--- config.mk ---
export PLATFORM = sky130hd
export DESIGN_NAME = mod_pingpong_ctrl
export DESIGN_NICKNAME = d
export VERILOG_FILES = /design/src/rtl/mod_pingpong_ctrl.sv
export SDC_FILE = /design/constraint.sdc
export NUM_CORES = 1
export LEC_CHECK = 0
export ABC_CLOCK_PERIOD_IN_PS = 4400
export CAP_MARGIN = 10
export CORE_MARGIN = 1
export CORE_UTILIZATION = 35
export CTS_BUF_LIST = sky130_fd_sc_hd__clkbuf_2
export DETAILED_ROUTE_END_ITERATION = 12
export GPL_TIMING_DRIVEN = 0
export HOLD_SLACK_MARGIN = 0.08
export PLACE_DENSITY = 0.59
export SLEW_MARGIN = 15
export SYNTH_ARGS = -nofsm -noshare
export SYNTH_HDL_FRONTEND = slang
export SYNTH_SLANG_ARGS = --single-unit
--- constraint.sdc ---
create_clock -name CLK_PP -period 4.4 [get_ports CLK_PP]
set_input_delay 0.66 -clock CLK_PP [delete_from_list [all_inputs] [get_ports CLK_PP]]
set_output_delay 0.66 -clock CLK_PP [all_outputs]
set_load 0.03 [all_outputs]
--- src/rtl/mod_pingpong_ctrl.sv ---
// Ping-pong symbol buffer controller between the modulation mapper and the
// transform-precoding stage. Mapper writes go to bank wb. A completed bank is
// frozen and read out to the consumer over a valid/ready handshake.
//
// Read FSM states:
//   state   | meaning
//   RD_IDLE | no block being read; waits for bank rb to become FULL
//   RD_READ | presenting Rd_addr/Rd_sel of bank rb; advances on Rd_ready
//
// Bank states:
//   state        | meaning
//   BANK_EMPTY   | nothing written since the last drain or reset
//   BANK_FILLING | at least one symbol written, block not yet complete
//   BANK_FULL    | block complete, frozen until read out
module mod_pingpong_ctrl #(
    parameter int ADDR_WIDTH  = 11,
    parameter int MAX_SYMBOLS = 1200
) (
    input  logic                  CLK_PP,
    input  logic                  RST_PP,
    input  logic                  Wr_valid,
    input  logic [ADDR_WIDTH-1:0] Wr_addr_in,
    input  logic                  Wr_done,
    input  logic [ADDR_WIDTH-1:0] Last_addr_in,
    input  logic                  Rd_ready,
    output logic                  Bank_wr_en0,
    output logic                  Bank_wr_en1,
    output logic [ADDR_WIDTH-1:0] Bank_wr_addr,
    output logic                  Rd_sel,
    output logic [ADDR_WIDTH-1:0] Rd_addr,
    output logic                  Rd_valid,
    output logic                  Rd_last,
    output logic                  Blk_start,
    output logic [ADDR_WIDTH-1:0] Blk_len,
    output logic                  Stall,
    output logic                  Overflow
);

    typedef enum logic [1:0] {
        BANK_EMPTY   = 2'd0,
        BANK_FILLING = 2'd1,
        BANK_FULL    = 2'd2
    } bank_state_t;

    typedef enum logic {
        RD_IDLE = 1'b0,
        RD_READ = 1'b1
    } rd_state_t;

    localparam logic [ADDR_WIDTH-1:0] MAX_SYM = ADDR_WIDTH'(MAX_SYMBOLS);
    localparam logic [ADDR_WIDTH-1:0] ONE     = ADDR_WIDTH'(1);

    bank_state_t           bank_q [2];
    bank_state_t           bank_d [2];
    logic [ADDR_WIDTH-1:0] len_q  [2];
    logic [ADDR_WIDTH-1:0] len_d  [2];
    logic                  wb_q, wb_d;
    logic                  rb_q, rb_d;
    logic                  wb_other;
    rd_state_t             rd_st_q, rd_st_d;
    logic [ADDR_WIDTH-1:0] rd_addr_q, rd_addr_d;
    logic                  rd_sel_q, rd_sel_d;
    logic [ADDR_WIDTH-1:0] blk_len_q, blk_len_d;
    logic                  blk_start_q, blk_start_d;
    logic                  stall_q, stall_d;
    logic                  ovf_q, ovf_d;

    logic                  addr_ok;
    logic                  len_ok;
    logic                  wb_full;
    logic                  wr_ok;
    logic                  wr_bad;
    logic                  done_ok;
    logic                  done_bad;
    logic                  rd_active;
    logic                  rd_last_c;
    logic                  rd_xfer;
    logic                  drain;

    assign wb_other = ~wb_q;

    // Write-side qualification; a Wr_done on an already frozen bank would
    // overwrite the length of a block still waiting to be read, so it is
    // treated like a write into a full bank.
    always_comb begin
        addr_ok  = (Wr_addr_in != '0) && (Wr_addr_in <= MAX_SYM);
        len_ok   = (Last_addr_in != '0) && (Last_addr_in <= MAX_SYM);
        wb_full  = (bank_q[wb_q] == BANK_FULL);
        wr_ok    = Wr_valid & addr_ok & ~wb_full;
        wr_bad   = Wr_valid & ~wr_ok;
        done_ok  = Wr_done & len_ok & ~wb_full;
        done_bad = Wr_done & ~done_ok;
    end

    assign rd_active = (rd_st_q == RD_READ);
    assign rd_last_c = rd_active & (rd_addr_q == (blk_len_q - ONE));
    assign rd_xfer   = rd_active & Rd_ready;
    assign drain     = rd_xfer & rd_last_c;

    // Bank state, lengths, write pointer, Stall and Overflow next values.
    // wb moves whenever its bank is frozen and the other one is free, which
    // covers both a completion into a free pair and a drain that unblocks.
    always_comb begin
        bank_d = bank_q;
        len_d  = len_q;
        wb_d   = wb_q;
        if (wr_ok && (bank_q[wb_q] == BANK_EMPTY)) begin
            bank_d[wb_q] = BANK_FILLING;
        end
        if (done_ok) begin
            bank_d[wb_q] = BANK_FULL;
            len_d[wb_q]  = Last_addr_in;
        end
        if (drain) begin
            bank_d[rb_q] = BANK_EMPTY;
        end
        if ((bank_d[wb_q] == BANK_FULL) && (bank_d[wb_other] == BANK_EMPTY)) begin
            wb_d = wb_other;
        end
        stall_d = (bank_d[wb_d] == BANK_FULL);
        ovf_d   = ovf_q | wr_bad | done_bad;
    end

    // Read FSM next state and read-side registers.
    always_comb begin
        rd_st_d     = rd_st_q;
        rb_d        = rb_q;
        rd_addr_d   = rd_addr_q;
        rd_sel_d    = rd_sel_q;
        blk_len_d   = blk_len_q;
        blk_start_d = 1'b0;
        case (rd_st_q)
            RD_IDLE: begin
                if (bank_q[rb_q] == BANK_FULL) begin
                    rd_st_d     = RD_READ;
                    rd_addr_d   = '0;
                    rd_sel_d    = rb_q;
                    blk_len_d   = len_q[rb_q];
                    blk_start_d = 1'b1;
                end
            end
            RD_READ: begin
                if (rd_xfer) begin
                    if (rd_last_c) begin
                        rd_st_d   = RD_IDLE;
                        rb_d      = ~rb_q;
                        rd_addr_d = '0;
                    end else begin
                        rd_addr_d = rd_addr_q + ONE;
                    end
                end
            end
            default: rd_st_d = RD_IDLE;
        endcase
    end

    // State registers with synchronous active-low reset.
    always_ff @(posedge CLK_PP) begin
        if (!RST_PP) begin
            bank_q[0]   <= BANK_EMPTY;
            bank_q[1]   <= BANK_EMPTY;
            len_q[0]    <= '0;
            len_q[1]    <= '0;
            wb_q        <= 1'b0;
            rb_q        <= 1'b0;
            rd_st_q     <= RD_IDLE;
            rd_addr_q   <= '0;
            rd_sel_q    <= 1'b0;
            blk_len_q   <= '0;
            blk_start_q <= 1'b0;
            stall_q     <= 1'b0;
            ovf_q       <= 1'b0;
        end else begin
            bank_q      <= bank_d;
            len_q       <= len_d;
            wb_q        <= wb_d;
            rb_q        <= rb_d;
            rd_st_q     <= rd_st_d;
            rd_addr_q   <= rd_addr_d;
            rd_sel_q    <= rd_sel_d;
            blk_len_q   <= blk_len_d;
            blk_start_q <= blk_start_d;
            stall_q     <= stall_d;
            ovf_q       <= ovf_d;
        end
    end

    assign Bank_wr_en0  = wr_ok & ~wb_q;
    assign Bank_wr_en1  = wr_ok & wb_q;
    assign Bank_wr_addr = wr_ok ? (Wr_addr_in - ONE) : '0;
    assign Rd_sel       = rd_sel_q;
    assign Rd_addr      = rd_addr_q;
    assign Rd_valid     = rd_active;
    assign Rd_last      = rd_last_c;
    assign Blk_start    = blk_start_q;
    assign Blk_len      = blk_len_q;
    assign Stall        = stall_q;
    assign Overflow     = ovf_q;

endmodule

======== After elaboration in Yosys (flattened, before gate mapping) ========
Cells that the tools add are included.
word-level totals
  bits in registers ....................... 55
cells by class
  equality and inequality tests ........... 7
  muxes and demuxes ....................... 38
  reduce and logical (&&, ||, !) cells .... 14
  bitwise gates (word level) .............. 32
  magnitude comparators ................... 8
  $add $sub $neg .......................... 3
operators by type and width
  cell                                                       number
  two-way mux 11 bit                                         8
  two-way mux 2 bit                                          17
  bitwise mux 22 bit                                         1
  less-or-equal comparator 11 bit (second input constant)    2
  one-hot mux 11 bit (2 select lines)                        1
  nonzero test 11 bit                                        2
  subtractor 11 x 1 -> 11 bit (second input constant)        2
  two-way mux 4 bit                                          3
  adder 11 x 1 -> 11 bit (second input constant)             1
  bitwise AND 1 bit                                          11
  demux 11 bit (select 1 bit)                                1
  == test 11 bit                                             1
  == test 2 bit (second input constant)                      4
  greater-or-equal comparator 2 bit (second input constant)  4
  inverter 1 -> 2 bit                                        4
  inverter 1 bit                                             7
  logical AND 1 bit                                          6
  bitwise AND 2 bit                                          2
  bitwise AND 4 bit                                          1
  demux 2 bit (select 1 bit)                                 2
  zero test 2 bit                                            2
  < comparator 2 x 1 -> 1 bit (second input constant)        2
  two-way mux 1 bit                                          4
  inverter 2 bit                                             2
  9 further kinds                                            12

======== Logic depth before layout (Yosys ltp) ========
Gate-level depths: netlist of run 1.
  word-level depth ........................ 24
  gate-level depth with buffers ........... 11
  mapped depth without buffers ............ 10

======== Worst setup path before layout of run 1 ========
Ideal clock, no wire load.
  path kind ............................... input -> output
  start ................................... input port Wr_addr_in[0]
  end ..................................... output port Bank_wr_addr[10]
  data arrival time ....................... 2.357 ns
  buffers on the path ..................... 0
  setup slack ............................. 1.383 ns
  stages on the path ...................... 5
  cell sequence ........................... inv_1 ha_1 nor3b_1 o21ai_0 nor4b_1
on the way
  longest elaborated chain between the ends .. 5
  elaborated cells between the ends (all ways) .. 7
  classes of those cells .................. add/sub (1); order compare (1); mux (1); bitwise (2); reduce/logical (2)
ends and longest elaborated chain
  element                                                                 line  text
  start: declaration                                                      22    input logic [ADDR_WIDTH-1:0] Wr_addr_in,
  less-or-equal comparator 11 bit or nonzero test 11 bit (tied branches)  86    addr_ok = (Wr_addr_in != '0) && (Wr_addr_in <= MAX_SYM);
  logical AND 1 bit                                                       86
  bitwise AND 1 bit (2 in series)                                         89    wr_ok = Wr_valid & addr_ok & ~wb_full;
  two-way mux 11 bit *                                                    190   assign Bank_wr_addr = wr_ok ? (Wr_addr_in - ONE) : '0;
  end: declaration                                                        28    output logic [ADDR_WIDTH-1:0] Bank_wr_addr,
Mark *: on every way between the ends. The rest lies on a longest branch, timed or not.

======== Final worst setup path of run 1 ========
  start ................................... input port Wr_addr_in[0]
  end ..................................... output port Bank_wr_addr[3]
The elaborated chain is that of the path after synthesis.

==> impl_metrics.tcl, run 1 <==
set metrics [dict create \
    max_stage_delay_ns 0.68 \
    cts_setup_buffers 0 \
    yosysWarningCount 0 \
    synth_area_leaders "dfxtp_1 (36%), mux2i_1 (11%), nor2_1 (7.6%)" \
    syn_to_final_growth_pct 28.0 \
    crit_top_cell "clkdlybuf4s50_1" \
    cp-start-kind "input pin" \
    endpoint_kind "output pin" \
    netlist_area_um2 3050 \
    fillCellCount 849 \
    cp_top_family "buffers and inverters" \
    slew_headroom 0.518 \
    drive_gt1_frac 0.100 \
    hp-class "register to register" \
    tritoncts "done" \
    clk_latency_ns 0.49 \
    hold_buffers 0 \
    layout_common_cells "clkdlybuf4s50_1 (67), nor2_1 (62), dfxtp_1 (55)" \
    cts-buffers-inserted 5 \
    cp.arrival_ns 3.35 \
    setup_viol 0 \
    cp.required_ns 3.74 \
    grt_pass1_wl_mm 12.1 \
    worstMarginPinSlew_ns 0.723 \
    synthCells 343 \
    vias_per_cell 5.26 \
    leakage_nw 1.44 \
    ys_ff_latch 55 \
    fmax_mhz 250 \
    synth_edf_count 0 \
    cp_max_fo 10 \
    hpwl_mm 5.74 \
    num_antenna_cells 0 \
    synth-main-ff-cell "dfxtp_1" \
    routed_wl_mm 7.47 \
    ys_types 59 \
    first_iter_violations 79 \
    cts-resized-gates 0 \
    vias 2751 \
    synth_top_cell_area_share 0.361 \
    coreArea_um2 8340 \
    period_needed_ns 4.01 \
    status "finished clean" \
    dieArea_um2 9100 \
    antenna_found_initial 0 \
    finalPower_mw 1.26 \
    async_flop_share 0 \
    fin_tns_setup_ns 0 \
    routedWlPerCell_um 14.3 \
    root_buffer "clkbuf_2" \
    grt_pass1_vias 2568 \
    maxSlewViolCount 0 \
    clk_pin_slew_ns 0.33 \
    synth_fp_nets 373 \
    hold_viol 0 \
    syn_avg_cell_area_um2 8.90 \
    rows 33 \
    synth.largest_area_cell "dfxtp_1" \
    grt_max_degree 20 \
    ir_drop_mv 0.134 \
    cp_num_buf_inv 4 \
    timing.final.crit_share 0.911 \
    cts.path.max_buffers 2 \
    skew_ns 0.0401 \
    drt-pass1-iter-count 7 \
    drc 0 \
    dieHeight_um 95.4 \
    start_util 0.366 \
    rsz0062_at_grt "no" \
    fin_util 0.469 \
    h-tree-depth 2 \
    die_x_um 95.4 \
    clock-sinks 55 \
    gp_congestion 0.782 \
    ys_seq_area_frac 0.361 \
    nets 447 \
    grt_usage 0.171 \
    slowest_stage "clkdlybuf4s50_1" \
    cp_cell_sequence "clkdlybuf4s50_1 -> inv_1 -> ha_1 -> nor3b_1 -> o21ai_0 -> a211o_1 -> clkbuf_1 -> nor2_1 -> clkdlybuf4s50_1" \
    cap_violations 0 \
    power.density_nw_per_um2 321 \
    ioPinCount 68 \
    ant_nets 0 \
    final_common_cell "clkdlybuf4s50_1" \
    io_buffers 67 \
    critPathKind "input pin to output pin" \
    gr-total-overflow 0 \
]
==> flip-flops by register name (all words and copies together), names as in the netlist <==
name / cells
wb_q: 1
rb_q: 1
Rd_sel: 1
len_q: 22
Overflow: 1
Rd_addr: 11
Blk_len: 11
Stall: 1
Rd_valid: 1
Blk_start: 1
bank_q: 4
==> through the flow <==
step           cells  setup slack [ns]  hold slack (ns)  cell area [um^2]
3_3_place_gp     515             0.368            0.472              3860
5_1_grt          523             0.105            0.556              3910
6_report         523             0.393            0.536              3910
3_5_place_dp     515             0.355            0.478              3860
2_1_floorplan    343              1.38            0.460              3050
4_1_cts          523             0.350            0.534              3910
==> kinds of logic (layout without fill, tap and decap cells) <==
kind of cell    after synthesis  in the layout  synth area share
simple gates                140            140             0.247
compound gates               61             61             0.153
flops                        55             55             0.361
mux                          36             36             0.118
buf+inv                      26            101            0.0410
xor+xnor                     22             22            0.0676
fa+ha+maj                     3              3            0.0123
==> worst paths after layout <==
check	from	endpoint	slack, ns	cells past startpoint
max	Wr_addr_in[0]	Bank_wr_addr[3]	0.39	9
min	len_q[15]	len_q[15]	0.54	2
max reg2reg	Blk_len[0]	Stall	1.54	10
min reg2reg	len_q[15]	len_q[15]	0.54	2
==> worst reg2reg max path, cell delays in order (launching register included) <==
cell and delay, ns:
dfxtp_1 0.44, inv_1 0.08, ha_1 0.18, nor3b_4 0.35, nand2_1 0.09, a221oi_1 0.33, nand4_2 0.19, nor4_4 0.57
a211oi_2 0.19, and2_1 0.20, a211oi_2 0.19
==> cells in the mapped netlist (2+ instances only) <==
master and instances:
nor2_1 62, dfxtp_1 55, mux2i_1 35, a211oi_1 13, nor3_1 13, clkbuf_1 11
xnor2_1 11, nand2_1 10, xor2_1 10, inv_1 9, o21ai_0 9, a21oi_1 8
and3_1 7, a311oi_1 6, or3_1 6, and2_1 5, nand3_1 5, a211o_1 3
a21oi_2 3, a22oi_1 3, ha_1 3, nand2_2 3, nand4_1 3, nor2b_1 3
nor4_2 3, o311a_2 3, a211oi_2 2, a221oi_1 2, a41oi_1 2, and3_2 2
buf_2 2, nor2_2 2, nor4_1 2, nor4b_1 2
==> routing by layer <==
metal	part of all wire	track usage	vias to the layer above	wire length, um
li1	-	-	1388	-
met1	0.47	0.222	1271	3520
met2	0.46	0.282	81	3430
met3	0.054	0.0351	11	402
met4	0.016	0.0547	0	119
met5	0	0	-	0
==> power by group <==
part	total (mW)	internal, mW	switching, mW
logic	0.449	0.202	0.247
registers	0.578	0.539	0.0392
clock network	0.229	0.0457	0.183
==> layout make-up <==
class                   instances  area (um^2)  area share
repair buffers                 67          671       0.172
inverters                       9         33.8     0.00864
plain buffers                  17         91.3      0.0234
multi-input cells             262         1830       0.468
well taps                     105          131      0.0336
clock buffers                   5         25.0     0.00640
clock inverters                 3         27.5     0.00704
flip-flops and latches         55         1100       0.282
Power figures use the tool's default switching activity.
==> run 2: changes to the inputs <==
--- a/config.mk
+++ b/config.mk
@@ -5,7 +5,8 @@
 export SDC_FILE = /design/constraint.sdc
 export NUM_CORES = 1
 export LEC_CHECK = 0
-export ABC_CLOCK_PERIOD_IN_PS = 4400
+export ABC_AREA = 1
+export ABC_CLOCK_PERIOD_IN_PS = 4480
 export CAP_MARGIN = 10
 export CORE_MARGIN = 1
 export CORE_UTILIZATION = 35
==> constraint.sdc (replaced) <==
create_clock -name CLK_PP -period 4.48 [get_ports CLK_PP]
set_input_delay 0.672 -clock CLK_PP [delete_from_list [all_inputs] [get_ports CLK_PP]]
set_output_delay 0.672 -clock CLK_PP [all_outputs]
set_load 0.03 [all_outputs]
==> run 2 against run 1 <==
Against the previous run:
- sequential power is essentially flat
- critical path type unchanged
- combinational power grew 20%
- critical endpoint is now Bank_wr_addr[9]
- first-iteration DRC count grew 28%
- largest cell class unchanged
- clock power shrank 4%
==> impl_metrics.tcl, run 2 <==
set metrics [dict create \
    cp.required_ns 3.81 \
    die_x_um 97.1 \
    post-place-ws_ns 0.643 \
    synth_area_leaders "dfxtp_1 (35%), nand2_1 (19%), nor2_1 (6.4%)" \
    drt-pass1-iter-count 5 \
    routed_wl_mm 8.25 \
    clk_latency_ns 0.46 \
    synth_top_cell_area_share 0.348 \
    power.density_nw_per_um2 332 \
    async_flop_share 0 \
    rows 34 \
    layout_common_cells "nand2_1 (159), clkdlybuf4s50_1 (67), dfxtp_1 (55)" \
    synth-xor-area-share 0.0388 \
    muxShareOfSynthArea 0 \
    synth_edf_count 0 \
    synth_fp_nets 528 \
    gp_congestion 0.856 \
    ys_seq_area_frac 0.348 \
    cts-resized-gates 0 \
    cp_max_fo 10 \
    skew_ns 0.0189 \
    leakage_nw 1.63 \
    status "finished clean" \
    root_buffer "clkbuf_2" \
    cts-buffers-inserted 5 \
    ys_types 37 \
    grt_pass1_vias 3028 \
    final_common_cell "nand2_1" \
    setup_viol 0 \
    top_register "len_q" \
    drc 0 \
    grt_max_degree 20 \
    fmax_mhz 262 \
    coreArea_um2 8720 \
    tritoncts "done" \
    synth_compound_area_frac 0.151 \
    synth_top_family_by_area "simple AND/OR/NAND/NOR gates" \
    ant_nets 0 \
    yosysWarningCount 0 \
    ioPinCount 68 \
    place_area_um2 3970 \
    num_antenna_cells 0 \
    synthCells 498 \
    final_cells 681 \
    cts.path.max_buffers 2 \
    busiest_layer "met2" \
    finalPower_mw 1.34 \
    max_stage_delay_ns 0.60 \
    synthAdderAreaFrac 0.0119 \
    syn_to_final_growth_pct 27.1 \
    cp_cell_sequence "clkdlybuf4s50_1 -> inv_1 -> ha_1 -> nand2_1 -> nor2_2 -> nand3_1 -> nand2_1 -> inv_1 -> nand2_1 -> clkbuf_1 -> nor2_1 -> clkdlybuf4s50_1" \
    h-tree-depth 2 \
    critPathKind "input pin to output pin" \
    synth_common_cells "nand2_1 (159), dfxtp_1 (55), nor2_1 (54)" \
    io_buffers 67 \
    period_needed_ns 3.81 \
    maxSlewViolCount 0 \
    timing.final.crit_share 0.851 \
    cp_top_family "buffers and inverters" \
    use_met1 0.246 \
    synthSimpleGateAreaFrac 0.358 \
    slowest_stage "clkdlybuf4s50_1" \
    gr-total-overflow 0 \
    grt_usage 0.182 \
    cap_violations 0 \
    hold_buffers 0 \
    crit_top_cell "nand2_1" \
    yosysMostFrequentCell "nand2_1" \
    hold-worst-slack_ns 0.482 \
    fin_area_um2 4020 \
    cp_num_buf_inv 5 \
    drive_gt1_frac 0.0681 \
    hold_viol 0 \
    rsz0062_at_grt "no" \
    cp.arrival_ns 3.14 \
    endpoint_kind "output pin" \
    use_met2 0.303 \
    ir_drop_mv 0.120 \
    fin_tns_setup_ns 0 \
    clock-sinks 55 \
    largest_reg_flops 22 \
    vias 3238 \
    grt_util_met3 0.0259 \
    nets 602 \
    slew_headroom 0.579 \
    first_iter_violations 101 \
    netlist_area_um2 3160 \
    fin_util 0.461 \
    worstMarginPinSlew_ns 0.631 \
    dieHeight_um 97.1 \
    vias_per_cell 4.75 \
    cp-start-kind "input pin" \
    setup_slack_ns 0.666 \
    ys_ff_latch 55 \
    hp-class "register to register" \
    clk_pin_slew_ns 0.31 \
    dieArea_um2 9430 \
    synth-main-ff-cell "dfxtp_1" \
    routedWlPerCell_um 12.1 \
    antenna_found_initial 0 \
    dp.cells 673 \
    start_util 0.363 \
    grt_pass1_wl_mm 14.3 \
    hpwl_mm 6.58 \
    syn_avg_cell_area_um2 6.35 \
    cts_setup_buffers 0 \
    synth.largest_area_cell "dfxtp_1" \
]
run 2: changes by cell type after synthesis, moves of 8 or more:
cell	delta
nand3_1	+20
nor3_1	-9
nand2_1	+149
nor2_1	-8
a211oi_1	-10
a31oi_1	+11
mux2i_1	-35
a21oi_1	+30
o21ai_0	+15
inv_1	+37
run 2: final timing paths:
path	slack (ns)	to	depth (start not counted)	startpoint
max	0.67	Bank_wr_addr[9]	12	Wr_addr_in[0]
min	0.48	len_q[13]	2	len_q[13]
max reg2reg	2.12	Rd_addr[9]	13	Blk_len[0]
min reg2reg	0.48	len_q[13]	2	len_q[13]
run 2: cells by family after synthesis:
group | count (synthesis)
xor+xnor | 14
simple gates | 268
buf+inv | 72
compound gates | 86
flops | 55
fa+ha+maj | 3
run 2: routing by layer:
layer	up-vias	wire, um
li1	1741	-
met3	8	306
met5	-	0
met2	76	3750
met4	0	144
met1	1413	4050
run 2: area by class of cell:
cell class,count,area [um^2]
fill,935,4700
clock inverter,3,27.5
clock buffer,5,25.0
timing repair buffer,67,671
sequential,55,1100
buffer,18,87.6
inverter,54,203
tap,108,135
multi-input combinational,371,1770
run 2: report_power, final:
part	internal, mW	switching (mW)
Combinational	0.206	0.333
Sequential	0.537	0.0427
Clock	0.0450	0.174
run 2: worst min-delay path, delay by kind of cell (launching register included):
family           cells  cell delay (ns)
AO/OA/AOI/OAI        1             0.05
AND/OR/NAND/NOR      1             0.06
flip-flops           1             0.38
==> run 3: changes to the inputs <==
--- a/config.mk
+++ b/config.mk
@@ -8,7 +8,7 @@
 export ABC_AREA = 1
 export ABC_CLOCK_PERIOD_IN_PS = 4480
 export CAP_MARGIN = 10
-export CORE_MARGIN = 1
+export CORE_MARGIN = 5
 export CORE_UTILIZATION = 35
 export CTS_BUF_LIST = sky130_fd_sc_hd__clkbuf_2
 export DETAILED_ROUTE_END_ITERATION = 12
==> run 3 against run 2 <==
Against the previous run:
- clock power down 3%
- sequential power about the same
- worst hold slack better by 0.0041 ns
- cell count unchanged
- total power down 0.30%
- combinational power about the same
- critical path type unchanged
- sequential cell count unchanged
- sequential share of layout area about the same
- critical endpoint is now Bank_wr_addr[8]
==> impl_metrics.tcl, run 3 (synthesis gave the netlist of run 2 again) <==
set metrics [dict create \
    finalPower_mw 1.33 \
    fillCellCount 956 \
    setup_viol 0 \
    slew_headroom 0.575 \
    layout_common_cells "nand2_1 (159), clkdlybuf4s50_1 (67), dfxtp_1 (55)" \
    fin_tns_setup_ns 0 \
    p_int_mw 0.786 \
    critPathKind "input pin to output pin" \
    largest_reg_flops 22 \
    drt-pass1-iter-count 4 \
    grt_usage 0.158 \
    grt_max_degree 19 \
    vias 3278 \
    dieArea_um2 11000 \
    cp_top_family "buffers and inverters" \
    rr_worst_depth 20 \
    timing.final.crit_share 0.859 \
    cp_num_buf_inv 5 \
    setup_slack_ns 0.630 \
    period_needed_ns 3.85 \
    seq_area_um2 1100 \
    cp_max_fo 10 \
    rsz0062_at_grt "no" \
    multi_input_area_um2 1770 \
    start_util 0.361 \
    gp_congestion 0.877 \
    cp.required_ns 3.81 \
    ant_nets 0 \
    ioPinCount 68 \
    clk_pin_slew_ns 0.31 \
    grt_pass1_vias 3144 \
    cp.arrival_ns 3.18 \
    p_clk_frac 0.160 \
    vias_per_cell 4.81 \
    cp_num_cells 12 \
    crit_top_cell "nand2_1" \
    clk_latency_ns 0.46 \
    drc 0 \
    switching_share 0.411 \
    num_antenna_cells 0 \
    power.density_nw_per_um2 332 \
    hold_buffers 0 \
    maxSlewViolCount 0 \
    h-tree-depth 2 \
    holdPathStages 2 \
    final_cells 681 \
    gr-total-overflow 0 \
    fmax_mhz 260 \
    hold_viol 0 \
    status "finished clean" \
    coreArea_um2 8760 \
    cts.path.max_buffers 2 \
    hpwl_mm 6.85 \
    clock-sinks 55 \
    die_x_um 105 \
    max_stage_delay_ns 0.61 \
    cts-buffers-inserted 5 \
    p_comb_frac 0.406 \
    routed_wl_mm 8.58 \
    syn_to_final_growth_pct 27.0 \
    first_iter_violations 130 \
    dieHeight_um 105 \
    worstMarginPinSlew_ns 0.638 \
    routedWlPerCell_um 12.6 \
    root_buffer "clkbuf_2" \
    hp-class "register to register" \
    rows 34 \
    grt_pass1_wl_mm 14.7 \
    post-place-ws_ns 0.642 \
    cap_violations 0 \
    dp.cells 673 \
    tritoncts "done" \
    endpoint_kind "output pin" \
    final_common_cell "nand2_1" \
    cts_setup_buffers 0 \
    cp_cell_sequence "clkdlybuf4s50_1 -> inv_1 -> ha_1 -> nand2_1 -> nor2_2 -> nand3_1 -> nand2_1 -> inv_1 -> nand2_1 -> clkbuf_1 -> nor2_1 -> clkdlybuf4s50_1" \
    cp-start-kind "input pin" \
    leakage_nw 1.63 \
    ir_drop_mv 0.137 \
    cts-resized-gates 0 \
    antenna_found_initial 0 \
    nets 602 \
    seqPwrFrac 0.435 \
    power.net_switching_mw 0.548 \
    io_buffers 67 \
    skew_ns 0.0252 \
    top_register "len_q" \
    drive_gt1_frac 0.0681 \
    slowest_stage "clkdlybuf4s50_1" \
]
-- run 3: changes by cell type in the layout (fill, tap and decap cells not counted), sizes merged --
cell	delta
clkinv	+1
clkinvlp	-1
-- run 3: layout make-up --
cell class | count | share of cell area
well taps | 108 | 0.0336
repair buffers | 67 | 0.167
clock buffers | 5 | 0.00623
clock inverters | 3 | 0.00561
flip-flops and latches | 55 | 0.274
inverters | 54 | 0.0505
plain buffers | 18 | 0.0218
multi-input cells | 371 | 0.441
-- run 3: metrics by stage --
step,cell area [um^2],hold WS [ns],util
global placement,3970,0.456,0.453
detailed placement,3970,0.457,0.453
CTS,4020,0.477,0.458
finish,4020,0.486,0.458
floorplan,3160,0.444,-
global route,4020,0.482,0.458
-- run 3: power groups by stage --
| stage | Combinational, mW | Sequential (mW) | Clock (mW) |
|---|---|---|---|
| 4_1_cts | 0.545 | 0.580 | 0.222 |
| 3_5_place_dp | 0.543 | 0.589 | 0 |
| 6_report | 0.541 | 0.579 | 0.213 |
| 3_3_place_gp | 0.537 | 0.588 | 0 |
| 2_1_floorplan | 0.335 | 0.621 | 0 |
| 5_1_grt | 0.603 | 0.588 | 0.242 |
-- run 3: worst paths after layout --
check / start / end / slack [ns]
hold reg to reg: len_q[3] / Blk_len[3] / 0.49
setup / recovery: Wr_addr_in[0] / Bank_wr_addr[8] / 0.63
hold / removal: len_q[3] / Blk_len[3] / 0.49
setup reg to reg: Blk_len[0] / Stall / 2.16
-- run 3: routing by layer --
layer / up-vias / wire length (um) / track usage / part of all wire
met1: 1463 / 4220 / 0.205 / 0.49
met4: 0 / 85 / 0.0457 / 0.0099
met3: 6 / 356 / 0.0271 / 0.041
li1: 1747 / - / - / -
met2: 62 / 3920 / 0.267 / 0.46
met5: - / 0 / 0 / 0
-- run 3: tightest hold or removal path: cells and delay by family, from the launching register on --
| family | cells | cell delay [ns] |
|---|---|---|
| AND/OR/NAND/NOR | 1 | 0.06 |
| AO/OA/AOI/OAI | 1 | 0.07 |
| flip-flops | 1 | 0.38 |
